<file path="config.mk">
export PLATFORM = sky130hd
export DESIGN_NAME = program_loader
export DESIGN_NICKNAME = d
export VERILOG_FILES = /design/src/rtl/program_loader.sv
export SDC_FILE = /design/constraint.sdc
export NUM_CORES = 1
export LEC_CHECK = 0
export CAP_MARGIN = 20
export CELL_PAD_IN_SITES_DETAIL_PLACEMENT = 1
export CELL_PAD_IN_SITES_GLOBAL_PLACEMENT = 2
export CORE_ASPECT_RATIO = 0.9
export CORE_MARGIN = 3
export CORE_UTILIZATION = 34
export DETAILED_ROUTE_END_ITERATION = 16
export GPL_TIMING_DRIVEN = 0
export PLACE_DENSITY = 0.9
export SLEW_MARGIN = 10
export SYNTH_ARGS = -nofsm -noshare
export SYNTH_HDL_FRONTEND = slang
export SYNTH_SLANG_ARGS = --single-unit
</file>
<file path="constraint.sdc">
create_clock -name clk -period 3.3 [get_ports clk]
set_clock_uncertainty 0.1 [all_clocks]
set_input_delay 0.825 -clock clk [delete_from_list [all_inputs] [get_ports clk]]
set_output_delay 0.825 -clock clk [all_outputs]
set_load 0.01 [all_outputs]
</file>
<file path="src/rtl/program_loader.sv">
// Framed program-image loader for the RV32I program memory.
// Holds the core in reset until a checksum-verified image is written.
module program_loader #(
  parameter int         INSTR_ADDR_WIDTH = 8,
  parameter logic [7:0] MAGIC            = 8'hA5
) (
  input  logic                        clk,
  input  logic                        rst,
  input  logic                        in_valid,
  input  logic [7:0]                  in_data,
  output logic                        in_ready,
  output logic                        pgm,
  output logic                        pgm_we,
  output logic [INSTR_ADDR_WIDTH-1:0] pgm_addr,
  output logic [31:0]                 pgm_data,
  output logic                        core_rst,
  output logic                        done,
  output logic [1:0]                  err
);

  typedef enum logic [2:0] {
    S_IDLE,
    S_LEN0,
    S_LEN1,
    S_DATA,
    S_CKSUM,
    S_DONE,
    S_ERR
  } state_t;

  localparam logic [16:0] CAP =
    17'(1) << INSTR_ADDR_WIDTH;
  localparam logic [INSTR_ADDR_WIDTH-1:0] ADDR_ONE =
    INSTR_ADDR_WIDTH'(1);

  state_t      state;
  logic [1:0]  byte_cnt;
  logic [15:0] word_cnt;
  logic [15:0] len;
  logic [7:0]  xsum;
  logic [23:0] asm_q;

  logic        accept;
  logic [15:0] n_len;
  logic [31:0] word;
  logic [15:0] word_nxt;

  assign accept   = in_valid && in_ready;
  assign n_len    = {in_data, len[7:0]};
  assign word     = {in_data, asm_q};
  assign word_nxt = word_cnt + 16'd1;

  // Frame parser, word assembly, write strobe and status outputs
  always_ff @(posedge clk) begin
    if (rst) begin
      state    <= S_IDLE;
      byte_cnt <= 2'd0;
      word_cnt <= 16'd0;
      len      <= 16'd0;
      xsum     <= 8'd0;
      asm_q    <= 24'd0;
      in_ready <= 1'b1;
      pgm      <= 1'b1;
      pgm_we   <= 1'b0;
      pgm_addr <= '0;
      pgm_data <= 32'd0;
      core_rst <= 1'b1;
      done     <= 1'b0;
      err      <= 2'b00;
    end else begin
      pgm_we <= 1'b0;
      if (pgm_we)
        pgm_addr <= pgm_addr + ADDR_ONE;
      if (accept) begin
        unique case (state)
          S_IDLE: begin
            if (in_data == MAGIC) begin
              state <= S_LEN0;
              xsum  <= 8'd0;
            end
          end
          S_LEN0: begin
            len[7:0] <= in_data;
            xsum     <= xsum ^ in_data;
            state    <= S_LEN1;
          end
          S_LEN1: begin
            len[15:8] <= in_data;
            xsum      <= xsum ^ in_data;
            if ({1'b0, n_len} > CAP) begin
              state    <= S_ERR;
              err      <= 2'b01;
              in_ready <= 1'b0;
            end else if (n_len == 16'd0) begin
              state <= S_CKSUM;
            end else begin
              state <= S_DATA;
            end
          end
          S_DATA: begin
            xsum     <= xsum ^ in_data;
            byte_cnt <= byte_cnt + 2'd1;
            if (byte_cnt == 2'd3) begin
              pgm_we   <= 1'b1;
              pgm_data <= word;
              word_cnt <= word_nxt;
              if (word_nxt == len)
                state <= S_CKSUM;
            end else begin
              asm_q <= {in_data, asm_q[23:8]};
            end
          end
          S_CKSUM: begin
            in_ready <= 1'b0;
            if (in_data == xsum) begin
              state    <= S_DONE;
              pgm      <= 1'b0;
              core_rst <= 1'b0;
              done     <= 1'b1;
            end else begin
              state <= S_ERR;
              err   <= 2'b10;
            end
          end
          default: begin
          end
        endcase
      end
    end
  end

endmodule
</file>
==> results of run 1 <==
==> power groups by stage <==
stage	combinational (mW)	clock, mW	sequential (mW)
2_1_floorplan	0.0495	0	1.42
3_3_place_gp	0.0794	0	1.42
3_5_place_dp	0.0808	0	1.42
4_1_cts	0.0813	2.08	1.39
5_1_grt	0.0870	2.15	1.39
6_report	0.0812	2.05	1.39
==> layer usage <==
layer / share of wire / up-vias
met4: 0.0094 / 0
met2: 0.47 / 109
li1: - / 2361
met1: 0.47 / 2413
met3: 0.057 / 11
met5: 0 / -
==> worst register-to-register path, stage by stage, from the launching register on <==
cell	delay (ps)
dfxtp_1	530
ha_1	260
nand3_1	220
nor4_1	500
xnor2_1	110
a2111oi_0	630
and3_1	340
a31oi_1	120
==> logic make-up (layout without fill, tap and decap cells) <==
group / count (synthesis) / after routing
AND/OR/NAND/NOR: 278 / 278
AO/OA/AOI/OAI: 131 / 131
flip-flops: 115 / 115
buffers and inverters: 59 / 141
XOR/XNOR: 46 / 46
multiplexers: 19 / 19
adder cells (fa/ha/maj): 4 / 4
==> flip-flops by register name, summed over array words and instances, names as in the netlist <==
signal,flops
asm_q,24
len,16
state,3
pgm_addr,8
pgm_data,32
err,2
byte_cnt,2
pgm_we,1
word_cnt,16
xsum,8
core_rst,1
done,1
in_ready,1
==> cell type report <==
type                       count  area, sq um  share of cell area
buffer                        49          275              0.0410
clock inverter                13          205              0.0305
multi-input combinational    478         2700               0.402
inverter                      10         37.5             0.00559
timing repair buffer          50          498              0.0741
sequential                   115         2300               0.343
clock buffer                  19          453              0.0674
tap                          198          248              0.0369
==> cells in the final DEF, fill, tap and decap left out, types with 8 or more instances in the layout <==
master,n
a21oi_1,78
nand2_1,136
dfxtp_1,115
nor2_1,68
clkbuf_16,17
nor3_1,8
nand3_1,8
buf_6,8
clkbuf_1,30
inv_1,10
mux2i_1,19
clkdlybuf4s50_1,49
xor2_1,12
buf_4,8
o21ai_0,17
nand4_1,10
xnor2_1,34
nand3b_1,8
==> how the worst max path moves through the flow <==
stage | startpoint | end | slack, ps
after global routing | in_valid | word_cnt[11] | 9
after floorplan | in_data[3] | state[0] | 490
after detailed placement | in_valid | word_cnt[11] | -420
final | in_valid | word_cnt[11] | 170
after global placement | in_valid | word_cnt[11] | -410
after CTS | in_valid | word_cnt[11] | 10
==> stage by stage <==
step                setup TNS [ps]  total power [mW]  utilization  hold WS [ps]  worst slack [ps]
finish                           0              3.52        0.449           356               169
global route                     0              3.62        0.449           370              8.98
CTS                              0              3.55        0.448           361              10.5
detailed placement           -7900              1.50        0.404           353              -424
global placement             -6270              1.50        0.404           344              -409
floorplan                        0              1.47            -           332               494
==> summary.txt, run 1 <==
Run status
  • Status: finished clean

GRT
  • Initial antenna violation count: 0
  • Number of global-route vias before repair: 5181
  • Overflow after GRT: 0
  • GRT Util Overall: 0.201
  • Met3 Usage GRT: 0.0452
  • Largest net degree at the start of global routing: 17
  • Gr busiest metal: met2
  • Routing usage on met2: 0.314
  • Met1 GRT Util: 0.276
  • First-pass GRT wire length: 27.1 mm

Routing
  • Final wirelength: 16.6 mm
  • Vias per cell: 5.25
  • DRT Pass-1 Iters: 5
  • Antenna Nets Post-Route: 0
  • WL/cell: 17.8 microns
  • Drt drc: 0
  • Drt initial violations: 381
  • Detailed-route via count: 4894

Place
  • DP Area: 6050 sq um
  • DP HPWL: 11.9 mm
  • Cell count after placement: 899
  • Final Wtd Congestion: 0.848
  • Buffers on Ports: 49

Synthesis
  • Most frequent cell after synthesis: nand2_1
  • Synth unique cells: 58
  • Mux contribution to synthesized area: 0.0358
  • Cells after synthesis: 652
  • Netlist Area Pre-Place: 5310 sq um
  • Prevailing post-synth register cell: dfxtp_1
  • Yosys top cell area share: 0.433
  • Number of flops mapped to enable cells by yosys: 0
  • Avg Inst Size Synth: 8.15 sq um
  • XOR/XNOR share of the synthesized area: 0.0759
  • Top post-synthesis cells by count: nand2_1, dfxtp_1, a21oi_1
  • Synth Area in Compound Gates: 0.145
  • Async set-reset flop share out of synthesis: 0
  • Largest family of logic cells by synthesized area: simple AND/OR/NAND/NOR gates
  • Post-Synth Adder-Cell Area: 0.00942
  • Post-synth top area cell: dfxtp_1
  • Seq/Total Area, Yosys: 0.433
  • Flops & latches, synth: 115
  • YS warnings: 0
  • Simple-gate share of the synthesized area: 0.242
  • Synth top area cells: dfxtp_1, nand2_1, a21oi_1, xnor2_1, nor2_1
  • Post-synth net total: 667

Clock tree
  • H-tree depth: 4
  • Gates resized, CTS repair: 0
  • CTS tree: built
  • Worst skew pair latency: 410 ps
  • Clock Sinks: 115
  • Root Driver: clkbuf_16
  • Clk buf depth: 2
  • Hold-fix buffers, CTS: 0
  • Cts bufs inserted: 17
  • Clk slew on worst S/H paths: 60 ps
  • Setup Buffers After CTS: 0

Cells and area
  • Fillers: 1763
  • Ant. Diodes: 0
  • Post-Layout Cell Count: 932
  • Design area: 6720 sq um
  • Share of layout cells above drive strength 1: 0.0886
  • Final Net Count: 736
  • Area grow syn2layout: 26.5%

Timing
  • Rel. slew slack: 0.423
  • Fin crit period: 3130 ps
  • Max Freq: 319 MHz
  • Final setup vio count: 0
  • Slew Limit Fails: 0
  • Unrepaired setup endpoints after global routing: no
  • Final worst-path cycle share: 0.949
  • Final hold vios: 0
  • Worst slew pin tran: 857 ps

Hold path
  • Worst hold path endpoint: pgm_data[3]
  • Worst hold stages: 2
  • Worst hold path type: flip-flop to flip-flop
  • Hold wc startpoint: asm_q[3]

Critical path
  • Critical Path End Type: flip-flop
  • Critical path peak fanout: 10
  • Worst setup path class: input pin to flip-flop
  • Critical Path Most Common Cell: clkbuf_1
  • R2r endpoint: state[0]
  • Setup slack, reg-to-reg: 370 ps
  • Bufs and invs on worst path: 3
  • Critical path's slowest cell: clkbuf_1
  • Arrival @ worst endpoint: 3320 ps
  • Worst path cell trace: clkdlybuf4s50_1, nand2_1, nor3_2, and2_1, clkbuf_1, clkbuf_1, nand3_1, xnor2_1, nor2_1
  • Startpoint types: input pin
  • Worst path max stage delay: 580 ps
  • Worst R2R Start: word_cnt[0]
  • Crit. path cell count: 9
  • Kind of cell adding the most delay to the critical path: buffers and inverters
  • Worst reg2reg path depth: 7
  • CP Data Required Time: 3480 ps

Power and ir drop
  • Int Power: 2.79 mW
  • Pwr/cell area: 523 nW/um^2
  • Comb power frac: 0.023
  • Clock power share: 0.582
  • Psw: 0.727 mW
  • Sw Share: 0.207
  • Max VDD drop: 0.000374 V
  • P_leak: 2.29 nW
  • Flop pwr share: 0.395

Floorplan
  • Core area: 15000 sq um
  • Die ar.: 17200 sq um
  • # IOs: 58
  • Die Width: 138 microns
  • Initial core utilization: 0.355
  • # rows: 42
  • Die height: 125 microns

Run
  • Max Cap Viol: 0
Note: power is estimated with default switching activity, not from simulation.
==> run 2, diff against run 1 <==
--- a/config.mk
+++ b/config.mk
@@ -11,6 +11,7 @@
 export CORE_ASPECT_RATIO = 0.9
 export CORE_MARGIN = 3
 export CORE_UTILIZATION = 34
+export CTS_CLUSTER_DIAMETER = 120
 export DETAILED_ROUTE_END_ITERATION = 16
 export GPL_TIMING_DRIVEN = 0
 export PLACE_DENSITY = 0.9
==> results of run 2 <==
No change in the layout: final DEF, timing and power equal those of run 1.
